**src/rtl/fifo_wr_arbiter_pkg.sv**
```systemverilog
// Shared types and defaults for the FIFO write-port arbiter.
package fifo_arb_pkg;

    typedef enum logic {
        ST_IDLE  = 1'b0,
        ST_BURST = 1'b1
    } arb_state_e;

    localparam int BURST_DEFAULT = 8;

endpackage

```
**src/rtl/fifo_wr_arbiter_rr_pick.sv**
```systemverilog
// Combinational round-robin picker: first set request at or above ptr_i,
// wrapping modulo NREQ. Output is one-hot (all-zero when nothing requests).
module rr_pick #(
    parameter int NREQ = 4,
    parameter int PW   = (NREQ > 1) ? $clog2(NREQ) : 1
) (
    input  logic [NREQ-1:0] req_i,
    input  logic [PW-1:0]   ptr_i,
    output logic [NREQ-1:0] gnt_o,
    output logic            any_o
);

    logic          found;
    logic [PW:0]   idx;

    assign any_o = |req_i;

    // Scan NREQ positions starting at ptr_i, keep only the first hit.
    always_comb begin
        gnt_o = '0;
        found = 1'b0;
        idx   = '0;
        for (int k = 0; k < NREQ; k++) begin
            idx = {1'b0, ptr_i} + (PW+1)'(k);
            if (idx >= (PW+1)'(NREQ)) idx = idx - (PW+1)'(NREQ);
            if (!found && req_i[idx[PW-1:0]]) begin
                gnt_o[idx[PW-1:0]] = 1'b1;
                found              = 1'b1;
            end
        end
    end

endmodule

```
**src/rtl/fifo_wr_arbiter.sv**
```systemverilog
// Bursting round-robin arbiter in front of an async-FIFO write port.
// One owner at a time moves up to BURST beats; a write is only accepted when
// the FIFO is guaranteed a free slot after the write already in flight.
module fifo_wr_arbiter
    import fifo_arb_pkg::*;
#(
    parameter int NREQ  = 4,
    parameter int DSIZE = 16,
    parameter int BURST = BURST_DEFAULT
) (
    input  logic                    wclk,
    input  logic                    wrst,
    input  logic [NREQ-1:0]         req_valid,
    input  logic [NREQ*DSIZE-1:0]   req_data,
    output logic [NREQ-1:0]         req_ready,
    input  logic                    wfull,
    input  logic                    awfull,
    output logic                    winc,
    output logic [DSIZE-1:0]        wdata,
    output logic [NREQ-1:0]         grant
);

    localparam int PW = (NREQ > 1) ? $clog2(NREQ) : 1;

    arb_state_e                 state_q, state_d;
    logic [NREQ-1:0]            grant_q, grant_d;
    logic [PW-1:0]              gidx_q, gidx_d;
    logic [PW-1:0]              rr_q, rr_d;
    logic [7:0]                 cnt_q, cnt_d;
    logic                       winc_q;
    logic [DSIZE-1:0]           wdata_q;

    logic [NREQ-1:0][DSIZE-1:0] data_arr;
    logic [NREQ-1:0]            pick_oh;
    logic                       pick_any;
    logic [PW-1:0]              pick_idx;
    logic                       space_ok;
    logic                       g_valid;
    logic                       accept;
    logic                       last_beat;
    logic [PW-1:0]              rr_next;

    assign data_arr = req_data;

    rr_pick #(.NREQ(NREQ), .PW(PW)) u_pick (
        .req_i (req_valid),
        .ptr_i (rr_q),
        .gnt_o (pick_oh),
        .any_o (pick_any)
    );

    // One-hot pick to binary index of the new owner.
    always_comb begin
        pick_idx = '0;
        for (int i = 0; i < NREQ; i++) begin
            if (pick_oh[i]) pick_idx = PW'(i);
        end
    end

    // A write already registered this cycle consumes the last free slot.
    assign space_ok  = !wfull && !(awfull && winc_q);
    assign g_valid   = req_valid[gidx_q];
    assign last_beat = (cnt_q == 8'(BURST - 1));
    assign rr_next   = (gidx_q == PW'(NREQ - 1)) ? '0 : gidx_q + 1'b1;

    // FSM outputs: handshake only toward the owner while a burst is open.
    always_comb begin
        accept    = (state_q == ST_BURST) && g_valid && space_ok && !wrst;
        req_ready = accept ? grant_q : '0;
    end

    // Next state: grant on any request, release on drop or full burst.
    always_comb begin
        state_d = state_q;
        grant_d = grant_q;
        gidx_d  = gidx_q;
        cnt_d   = cnt_q;
        rr_d    = rr_q;
        case (state_q)
            ST_IDLE: begin
                if (pick_any) begin
                    state_d = ST_BURST;
                    grant_d = pick_oh;
                    gidx_d  = pick_idx;
                    cnt_d   = '0;
                end
            end
            ST_BURST: begin
                if (!g_valid || (accept && last_beat)) begin
                    state_d = ST_IDLE;
                    grant_d = '0;
                    cnt_d   = '0;
                    rr_d    = rr_next;
                end else if (accept) begin
                    cnt_d = cnt_q + 8'd1;
                end
            end
            default: state_d = ST_IDLE;
        endcase
    end

    // State register with synchronous reset.
    always_ff @(posedge wclk) begin
        if (wrst) begin
            state_q <= ST_IDLE;
            grant_q <= '0;
            gidx_q  <= '0;
            cnt_q   <= '0;
            rr_q    <= '0;
        end else begin
            state_q <= state_d;
            grant_q <= grant_d;
            gidx_q  <= gidx_d;
            cnt_q   <= cnt_d;
            rr_q    <= rr_d;
        end
    end

    // Registered write port; data holds between writes.
    always_ff @(posedge wclk) begin
        if (wrst) begin
            winc_q  <= 1'b0;
            wdata_q <= '0;
        end else begin
            winc_q <= accept;
            if (accept) wdata_q <= data_arr[gidx_q];
        end
    end

    assign winc  = winc_q;
    assign wdata = wdata_q;
    assign grant = grant_q;

endmodule
```
**config.mk**
```make
export PLATFORM = sky130hd
export DESIGN_NAME = fifo_wr_arbiter
export DESIGN_NICKNAME = d
export VERILOG_FILES = /design/src/rtl/fifo_wr_arbiter_pkg.sv /design/src/rtl/fifo_wr_arbiter_rr_pick.sv /design/src/rtl/fifo_wr_arbiter.sv
export SDC_FILE = /design/constraint.sdc
export NUM_CORES = 1
export LEC_CHECK = 0
export ABC_AREA = 1
export BUFFER_PORTS_ARGS = -buffer_cell sky130_fd_sc_hd__buf_2
export CORE_MARGIN = 8
export CORE_UTILIZATION = 53
export DETAILED_ROUTE_END_ITERATION = 8
export PLACE_DENSITY = 0.93
export REMOVE_ABC_BUFFERS = 1
export SLEW_MARGIN = 20
export SYNTH_ARGS = -nofsm -noshare
export SYNTH_HDL_FRONTEND = slang
export SYNTH_HIERARCHICAL = 1
export SYNTH_SLANG_ARGS = --single-unit
```
**constraint.sdc**
```tcl
create_clock -name wclk -period 3.4 [get_ports wclk]
set_clock_uncertainty 0.2 [all_clocks]
set_input_delay 0 -clock wclk [delete_from_list [all_inputs] [get_ports wclk]]
set_output_delay 0 -clock wclk [all_outputs]
set_load 0.02 [all_outputs]
```
==> results by group <==
Synth
  – Netlist cell types: 31
  – Post-Syn Instances: about 390
  – Area of the mapped netlist: approximately 2400 um2
  – Top_reg_cell synth: dfxtp_1
  – Synth top area cells: dfxtp_1 (28%), nor2_1 (13%), nand2_1 (9.4%)
  – Avg Cell Area, Syn: between 6 and 7 um2
  – Library cell with the largest summed area after synthesis: dfxtp_1
  – Synthesized flop and latch total: 34
  – Fraction of registers with async set/reset: 0
  – Seq/Total Area, Yosys: 0.284
  – Syn. warnings: 6
  – Top-area cell type share of the netlist area: 0.284
  – Number of synthesized flops with an enable pin: 0

STA
  – Fin. Hold Viols: 0
  – RSZ-0062 raised after global routing: no
  – Setup violators final: 0
  – Max Transition Viols Final: 0
  – Post-Route Setup TNS: 0 ns
  – Fmax: 392 MHz
  – Period utilization: 0.750
  – Slew headroom: 0.683
  – Min Clock Period, post-route: about 2.5 ns
  – Least-Margin Pin Slew: about 0.47 ns

Cells and area
  – Share of cells above drive strength 1: 0.273
  – Nets: around 570
  – Area Overhead vs Synth: 32.1%
  – Ant diodes: 0
  – Fillers: 340
  – Most common cell after layout, fill and taps aside: buf_2
  – Most frequent cells in the layout: buf_2 (96), nor2_1 (84), nand2_1 (60)

Detailed routing
  – Drt initial violations: ~220
  – Router iterations before antenna repair: 4
  – WL final: roughly 8000 um
  – Routed len/inst: 14.4 um
  – Via/cell ratio: 5.56
  – DR vias: around 3000
  – DRT antenna net count: 0
  – DR DRC count: 0

Global routing
  – GR Layer Usage met3: 0.0400
  – GR Overflow Total: 0
  – M1 GR Usage: 0.244
  – Met2 usage: 0.392
  – Initial antenna violation count: 0
  – Number of global-route vias before repair: roughly 3000
  – First-pass GRT wire length: between 10000 and 15000 um
  – Largest net degree at the start of global routing: 37
  – GRT busiest layer: met2
  – Overall routing resource usage: 0.223

Critical path
  – CP Launch Type: register
  – CP dominant cell by count: nand2_2
  – Worst path arrival time: around 2.4 ns
  – Critical path type: register to output pin
  – CP Capture Type: output pin
  – CP required: roughly 3.2 ns
  – Max incr delay on CP: roughly 0.61 ns
  – CP max-delay cell: dfxtp_1
  – Worst path cell trace: buf_4, nand2_1, nand3_2, nand2_2, nor2_4, nand2_2, nor2_1, buf_2
  – CP Max Fanout: 25

Die
  – Initial Util: 0.550
  – Io pins: 97
  – Full die area: a little under 7000 um2
  – Die H: ~83 um
  – Core area: about 4400 um2
  – # rows: 24
  – Die width: between 80 and 90 um

Power and ir drop
  – Comb pwr share: 0.524
  – Switching share of power: 0.438
  – Internal Power: around 0.95 mW
  – Switching pwr: 0.739 mW
  – Leakage: 1.55 nW
  – Flop pwr share: 0.293
  – Power Dens Cells: around 530 nW/um2
  – Maximum VDD drop: approximately 0.00027 V
  – Overall power: 1.69 mW
  – Clk pwr share: 0.183

Placement
  – IO Port Bufs: 96
  – RePlAce Congestion: 0.904
  – DP HPWL: 5480 um

Clock tree
  – Clock latency at the later pin of the worst-skew pair: between 0.2 and 0.3 ns
  – Cts repair resizes: 0
  – CTS tree: yes
  – Max Root-Sink Buffers: 2
  – # clock sinks: 34
  – H-Tree Depth: 2
  – Clock transition at path regs: 0.06 ns
  – Clk root buf: clkbuf_8
  – CTS Buf Count: 5
  – Postcts setup bufs: 0

Status
  – Status: completed

Worst hold path
  – HP Class: primary input to register

Flow run
  – Max-Cap Viols: 0
[Yosys cell counts (2+ instances only)]
cell       n
nor2_1    84
nand2_1   60
nand3_1   38
dfxtp_1   34
o21ai_0   32
inv_1     28
o21ai_1   17
o22ai_1   16
clkbuf_1   9
ha_1       8
inv_2      8
nand2_2    8
nand4_1    8
a21oi_1    7
nand3_2    4
buf_6      3
nand2_4    3
a31oi_1    2
buf_1      2
buf_2      2
nor2_4     2
[layer usage]
metal | vias to the layer above | share of wire | wire [um]
li1 | 1492 | - | -
met4 | 0 | 0.047 | 371
met1 | 1381 | 0.40 | 3180
met5 | - | 0 | 0
met3 | 36 | 0.050 | 392
met2 | 132 | 0.50 | 3940
[power by group through the flow]
stage / clock network, mW / logic, mW / registers (mW)
global route: 0.328 / 0.976 / 0.503
floorplan: 0 / 0.498 / 0.551
global placement: 0 / 0.745 / 0.498
detailed placement: 0 / 0.772 / 0.502
CTS: 0.306 / 0.855 / 0.492
finish: 0.308 / 0.883 / 0.494
[final timing paths]
| check | start | slack, ns | cells after the start | to |
|---|---|---|---|---|
| setup reg to reg | gidx_q[0] | 0.96 | 9 | wdata[9] |
| setup / recovery | gidx_q[0] | 0.85 | 8 | req_ready[0] |
| hold / removal | req_data[2] | 0.006 | 5 | wdata[2] |
| hold reg to reg | grant[0] | 0.29 | 2 | grant[0] |
[registers in the layout, indices dropped and copies added (netlist names)]
name and count:
gidx_q 2, grant 4, state_q 1, wdata 16, cnt_q 8, winc 1, rr_q 2
[kinds of logic (layout without fill, tap and decap cells)]
family | Yosys count | in the layout | share of synthesized area
flip-flops | 34 | 34 | 0.284
AND/OR/NAND/NOR | 211 | 211 | 0.398
AO/OA/AOI/OAI | 77 | 77 | 0.175
buffers and inverters | 55 | 165 | 0.101
adder cells (fa/ha/maj) | 8 | 8 | 0.0418
[worst max-delay path: cells and delay by family, from the launching register on]
| kind | cells | cell delay, ns |
|---|---|---|
| buffers and inverters | 2 | 0.53 |
| and+or+nand+nor | 6 | 0.91 |
| DFF | 1 | 0.61 |
[area by class of cell]
class / instances / area, um2 / share of cell area
Multi-Input combinational cell: 296 / 1470 / 0.465
Timing Repair Buffer: 119 / 706 / 0.223
Sequential cell: 34 / 681 / 0.215
Inverter: 38 / 150 / 0.0475
Clock buffer: 7 / 86.3 / 0.0273
Tap cell: 52 / 65.1 / 0.0206
Clock inverter: 1 / 5.00 / 0.00158
[per-stage QoR]
| step | cells | worst slack, ns | area [um2] | util | hold slack, ns |
|---|---|---|---|---|---|
| after floorplan | 368 | 1.01 | 2300 | - | -0.131 |
| after global placement | 518 | 1.09 | 2860 | 0.657 | 0.0624 |
| after detailed placement | 518 | 1.03 | 2860 | 0.657 | 0.0614 |
| after CTS | 547 | 0.887 | 3160 | 0.726 | 0.00493 |
| after global routing | 547 | 0.626 | 3160 | 0.726 | 0.0226 |
| final | 547 | 0.852 | 3160 | 0.726 | 0.00574 |
[what timing repair did]
action	4_1_cts	5_1_grt
setup endpoints to repair	0	0
hold endpoints to repair	18	0
hold buffers	21	0
No activity file was read; power rests on OpenSTA's default activity.
